## src/rtl/ldl_ram_p1_arb.sv

```systemverilog
// Single-port RAM front end: arbitrates a write channel and a read-request channel
// onto one RAM port and returns read data through a 2-entry response FIFO.
module ldl_ram_p1_arb #(
    parameter int DWIDTH = 8,
    parameter int AWIDTH = 4,
    parameter int ARB    = 0
) (
    input  logic              clk,
    input  logic              rst_n,
    input  logic              wr_valid,
    output logic              wr_ready,
    input  logic [AWIDTH-1:0] wr_addr,
    input  logic [DWIDTH-1:0] wr_data,
    input  logic              rd_valid,
    output logic              rd_ready,
    input  logic [AWIDTH-1:0] rd_addr,
    output logic              rsp_valid,
    input  logic              rsp_ready,
    output logic [DWIDTH-1:0] rsp_data,
    output logic              ram_re,
    output logic              ram_we,
    output logic [AWIDTH-1:0] ram_addr,
    output logic [DWIDTH-1:0] ram_din,
    input  logic [DWIDTH-1:0] ram_dout
);

    logic              en_q, en_d;
    logic              inflight_q, inflight_d;
    logic [1:0]        rsp_cnt_q, rsp_cnt_d;
    logic              rr_last_wr_q, rr_last_wr_d;
    logic [DWIDTH-1:0] ent0_q, ent0_d;
    logic [DWIDTH-1:0] ent1_q, ent1_d;

    logic              pop;
    logic              push;
    logic [2:0]        occ;
    logic              rd_ok;
    logic              rd_req;
    logic              wr_req;
    logic              grant_wr;
    logic              grant_rd;
    logic [1:0]        wr_idx;

    // Grant: a read is only requested when its response is guaranteed a FIFO slot.
    always_comb begin
        pop      = (rsp_cnt_q != 2'd0) & rsp_ready;
        push     = inflight_q;
        occ      = {1'b0, rsp_cnt_q} + {2'b00, inflight_q} - {2'b00, pop};
        rd_ok    = (occ < 3'd2);
        rd_req   = rd_valid & rd_ok;
        wr_req   = wr_valid;
        grant_wr = 1'b0;
        grant_rd = 1'b0;
        if (en_q) begin
            if (wr_req && rd_req) begin
                if (ARB == 1) begin
                    grant_wr = 1'b1;
                end else if (ARB == 2) begin
                    grant_rd = 1'b1;
                end else if (rr_last_wr_q) begin
                    grant_rd = 1'b1;
                end else begin
                    grant_wr = 1'b1;
                end
            end else begin
                grant_wr = wr_req;
                grant_rd = rd_req;
            end
        end
    end

    always_comb begin
        en_d         = 1'b1;
        inflight_d   = grant_rd;
        rr_last_wr_d = rr_last_wr_q;
        if (grant_wr) begin
            rr_last_wr_d = 1'b1;
        end else if (grant_rd) begin
            rr_last_wr_d = 1'b0;
        end
        rsp_cnt_d = rsp_cnt_q + {1'b0, push} - {1'b0, pop};
    end

    // FIFO storage: head shifts on pop; the incoming word lands after the survivors.
    always_comb begin
        ent0_d = ent0_q;
        ent1_d = ent1_q;
        wr_idx = rsp_cnt_q - {1'b0, pop};
        if (pop) begin
            ent0_d = ent1_q;
        end
        if (push) begin
            if (wr_idx == 2'd0) begin
                ent0_d = ram_dout;
            end else begin
                ent1_d = ram_dout;
            end
        end
    end

    always_ff @(posedge clk or negedge rst_n) begin
        if (!rst_n) begin
            en_q         <= 1'b0;
            inflight_q   <= 1'b0;
            rsp_cnt_q    <= 2'd0;
            rr_last_wr_q <= 1'b0;
        end else begin
            en_q         <= en_d;
            inflight_q   <= inflight_d;
            rsp_cnt_q    <= rsp_cnt_d;
            rr_last_wr_q <= rr_last_wr_d;
        end
    end

    always_ff @(posedge clk) begin
        ent0_q <= ent0_d;
        ent1_q <= ent1_d;
    end

    assign wr_ready  = grant_wr;
    assign ram_we    = grant_wr;
    assign rd_ready  = grant_rd;
    assign ram_re    = grant_rd;
    assign ram_addr  = grant_wr ? wr_addr : rd_addr;
    assign ram_din   = wr_data;
    assign rsp_valid = (rsp_cnt_q != 2'd0);
    assign rsp_data  = ent0_q;

    // rd_ok must make a push into a full FIFO impossible.
    a_no_overflow: assert property (@(posedge clk) disable iff (!rst_n)
        !(push && (rsp_cnt_q == 2'd2) && !pop));

endmodule

```

## config.mk

```make
export PLATFORM = sky130hd
export DESIGN_NAME = ldl_ram_p1_arb
export DESIGN_NICKNAME = d
export VERILOG_FILES = /design/src/rtl/ldl_ram_p1_arb.sv
export SDC_FILE = /design/constraint.sdc
export NUM_CORES = 1
export LEC_CHECK = 0
export BUFFER_PORTS_ARGS = -buffer_cell sky130_fd_sc_hd__buf_2
export CAP_MARGIN = 40
export CORE_MARGIN = 10
export CORE_UTILIZATION = 45
export CTS_CLUSTER_DIAMETER = 200
export DETAILED_ROUTE_END_ITERATION = 6
export HOLD_SLACK_MARGIN = 0.1
export PLACE_DENSITY = 0.77
export SYNTH_ARGS = -nofsm -noshare
export SYNTH_HDL_FRONTEND = slang
export SYNTH_SLANG_ARGS = --single-unit
```

## constraint.sdc

```tcl
create_clock -name clk -period 6.1 [get_ports clk]
set_input_delay 0.305 -clock clk [delete_from_list [all_inputs] [get_ports clk]]
set_output_delay 0.305 -clock clk [all_outputs]
set_load 0.05 [all_outputs]
```

==> results.md <==
- The minimum hold slack is 197.6 ps.
- The category of the most critical setup path is flop to output port.
- The number of remaining DRC errors is 0.
- In this design, the stage delay of the slowest critical-path cell is 480 ps.
- The number of violations reported at the end of detailed-routing iteration 0 is 19.
- The number of nets with antenna violations after routing is 0.
- The Yosys step of the flow raised 0 warnings.
- The number of hold-slack violations in the final timing report was 0.
- The post-CTS setup repair buffer count is 0.
- The number of clock sinks seen by CTS is 21.
- The cell sitting at the root of the clock tree is a sky130_fd_sc_hd__clkbuf_4.
- Along the worst path, the maximum fanout reaches 10.
- The clock period could shrink to 3251 ps.
- The number of clock buffers added by TritonCTS is 3.
- STA classifies the critical path startpoint as a flop.
- In the final timing run, aggregate negative setup slack is 0 ps.
- TritonCTS built the clock tree.
- Setup repair after global routing left no endpoint under its margin.
- The first global-routing pass estimated 3091 um of wire.
- Setup violations remaining at the end of the flow were counted as 0.
- The setup slack on the worst flop-to-flop path is 3850 ps.
- The die boundary width is 66.72 um.
- The clock latency of the later-clocked register in the worst-skew pair is 290 ps.
- Counting flops and latches in the post-synthesis netlist gives 21.
- The critical path goes through o21ai_2, o21ai_0, ha_1, inv_1, fa_1, a41oi_4, mux2_2, buf_2.
- The number of I/O port buffers is 37.
- The destination of the worst hold path is ent1_q[7].
- The final route contains 626 vias.
- The final layout contains 137 nets.
- Of all cell types, the one taking the most synthesized area is sky130_fd_sc_hd__edfxtp_1.
- The cell count after synthesis came out at 72.
- The source of the worst register-to-register timing path is rsp_cnt_q[1].
- Across every metal layer, demand over resource in global routing totals 0.08634.
- Across the VDD grid, the largest voltage drop is 250.7 uV.
- The critical path contains buffers and inverters numbering 2 combined.
- After clock tree synthesis, the clock-pin slew on the worst setup and hold paths is 100 ps.
- Data arrives at the worst endpoint at 2950 ps.
- The number of placed instances, taps included is 127.
- The ratio of total power to cell area is 527.5 mW/mm^2.
- For this configuration, the core starts out at a cell density of 0.4858.
- The final-report max-slew violation count is 0.
- The normalized max-slew margin is 0.6630.
- The total leakage power is 0.5246 nW.
- The proportion of layout cells with a drive suffix above 1 is 0.6095.
- The die footprint is 0.004452 mm^2.
- The total length of routed wires is 1845 um.
- The maximum achievable frequency is 307.6 MHz.
- In the layout the commonest cells are 37 x sky130_fd_sc_hd__buf_2, 20 x sky130_fd_sc_hd__mux2_2, 8 x sky130_fd_sc_hd__edfxtp_1, 8 x sky130_fd_sc_hd__dfxtp_1, 5 x sky130_fd_sc_hd__dfrtp_1.
- The maximum level of the CTS H-tree is 1.
- The number of distinct standard cells referenced by the synthesized netlist is 22.
- The run finished with clean final reports.
- Entering global routing, the biggest net connects 12 pins.
- The number of maximum-capacitance constraint violations is 0.
- After clock tree synthesis, the flow added hold-fix buffers numbering 1.
- The post-synthesis average cell area is 13.64 um^2.
- The routability-driven placement congestion ratio is 0.6824.
- The area share of the largest cell type after synthesis is 0.2446.
- Detailed placement ended at an HPWL of 1562 um.
- The share of the cycle needed by the critical path after routing is 0.5330.
- Synthesis produced a netlist with a net count of 103.
- Yosys attributes the largest share of cell area to sky130_fd_sc_hd__edfxtp_1 24%, sky130_fd_sc_hd__mux2_2 23%, sky130_fd_sc_hd__dfxtp_1 16%, sky130_fd_sc_hd__dfrtp_1 13%, sky130_fd_sc_hd__buf_4 7.6%.
- Summed over all layers, the global routing overflow is 0.
- The number of cells on the worst hold path is 1.
- The antenna diode instance count is 0.
- The die outline height is 66.72 um.
- The wire length per cell after detailed routing is 13.98 um.
- The most frequent standard cell in the layout excluding fill and tap cells is sky130_fd_sc_hd__buf_2.
- The I/O pin count is 54.
- Between clock sinks in the finished design, the worst skew comes to 0.7726 ps.
- STA classifies the critical path endpoint as an output port.
- Summing every instance area after synthesis gives 982.2 um^2.
- The region available for standard cell placement spans 0.002022 mm^2.
- The cell with the biggest individual delay on the critical path is sky130_fd_sc_hd__fa_1.
- For this run, the number of standard cells in the final layout without fillers is 132.
- For the worst flop-to-flop path, the logic depth is 6.
- Relative to the synthesized area, the layout overhead comes to 19.11%.
- The via count of the first global-routing pass is 739.
- The number of antenna violations at the first check in global routing is 0.
- The standard-cell row count is 16.
- The sequential-to-total area share from yosys stat is 0.5350.
- The endpoint identified for the worst register-to-register timing path is inflight_q.
- The required time reported for the critical path endpoint is 5790 ps.
- Broken down by cell family, the worst path's largest delay share belongs to compound AO/OA/AOI/OAI gates.
- The transition at the pin with the smallest max-transition slack is 505.4 ps.
- The critical hold path startpoint is ram_dout[7].
- The min-delay analysis places its worst path in the category primary input to flop.
- The number of gates resized after CTS was 0.
- The maximum count of clock buffers along a single path is 2.
- The iteration count of the initial detailed-routing pass is 3.
- After detailed routing, the number of vias per cell comes to 4.742.
## synth_stat cells, drive strengths merged
| cell | n |
|---|---|
| mux2 | 20 |
| ha | 1 |
| or2 | 1 |
| nand2 | 1 |
| nand2b | 1 |
| a21oi | 1 |
| nor2 | 2 |
| nand3 | 1 |
| xnor2 | 1 |
| a21boi | 1 |
| a21o | 1 |
| dfxtp | 8 |
| a41oi | 1 |
| o21ai | 2 |
| edfxtp | 8 |
| buf | 10 |
| dfrtp | 5 |
| nand4 | 1 |
| conb | 1 |
| inv | 4 |
| fa | 1 |
## worst max-delay path by stage
stage | startpoint | endpoint | slack, ps | cells after the start
floorplan | rsp_cnt_q[1] | rd_ready | 2860 | 9
global placement | rsp_cnt_q[1] | ram_addr[3] | 3230 | 8
detailed placement | rsp_cnt_q[1] | ram_addr[2] | 3120 | 8
CTS | rsp_cnt_q[1] | ram_addr[2] | 2770 | 8
global route | rsp_cnt_q[1] | ram_addr[3] | 2580 | 8
finish | rsp_cnt_q[1] | ram_addr[2] | 2850 | 8
## cell type report
class                   instances  area [um^2]
clock buffers                   4        26.28
inverters                       4        15.01
repair buffers                 39        202.7
multi-input cells              37        366.6
well taps                      27        33.78
fillers                       180        852.1
flip-flops and latches         21        525.5
## where the power goes
part / total, W / switching (W) / internal, W
sequential: 0.000224 / 0.0000298 / 0.000194
clock: 0.0000621 / 0.0000366 / 0.0000254
combinational: 0.000331 / 0.000220 / 0.000111
## layer usage
layer  global-route usage  part of all wire  up-vias
met2               0.1528              0.47       32
met3              0.07191              0.15        0
met5                    0                 0        -
met1              0.07225              0.39      289
li1                     -                 -      305
met4              0.01832                 0        0
## per-stage QoR
stage               power (W)  setup slack, ps  utilization  area (um^2)
floorplan           0.0005072             2862            -        982.2
global placement    0.0005540             3233       0.5606         1134
detailed placement  0.0005643             3116       0.5606         1134
CTS                 0.0006269             2772       0.5786         1170
global route        0.0006569             2580       0.5786         1170
finish              0.0006172             2849       0.5786         1170
## state kept, by name, summed over array words and instances (netlist names)
name	cells
en_q	1
rsp_data	8
rr_last_wr_q	1
inflight_q	1
rsp_cnt_q	2
ent1_q	8
## cells by family after synthesis
kind of cell	Yosys count	synth area share
flops	21	0.5350
mux	20	0.2293
buf+inv	14	0.09171
simple gates	7	0.03568
compound gates	6	0.06242
fa+ha+maj	2	0.03312
other cells	1	0.003818
xor+xnor	1	0.008919
## worst reg2reg max path, cell delays in order (launching register included)
cell and delay (ps):
sky130_fd_sc_hd__dfrtp_1 460, sky130_fd_sc_hd__o21ai_2 460, sky130_fd_sc_hd__nor2_1 140, sky130_fd_sc_hd__fa_1 420, sky130_fd_sc_hd__xnor2_1 300, sky130_fd_sc_hd__nand4_1 170, sky130_fd_sc_hd__a21oi_1 210
Power figures use the tool's default switching activity.
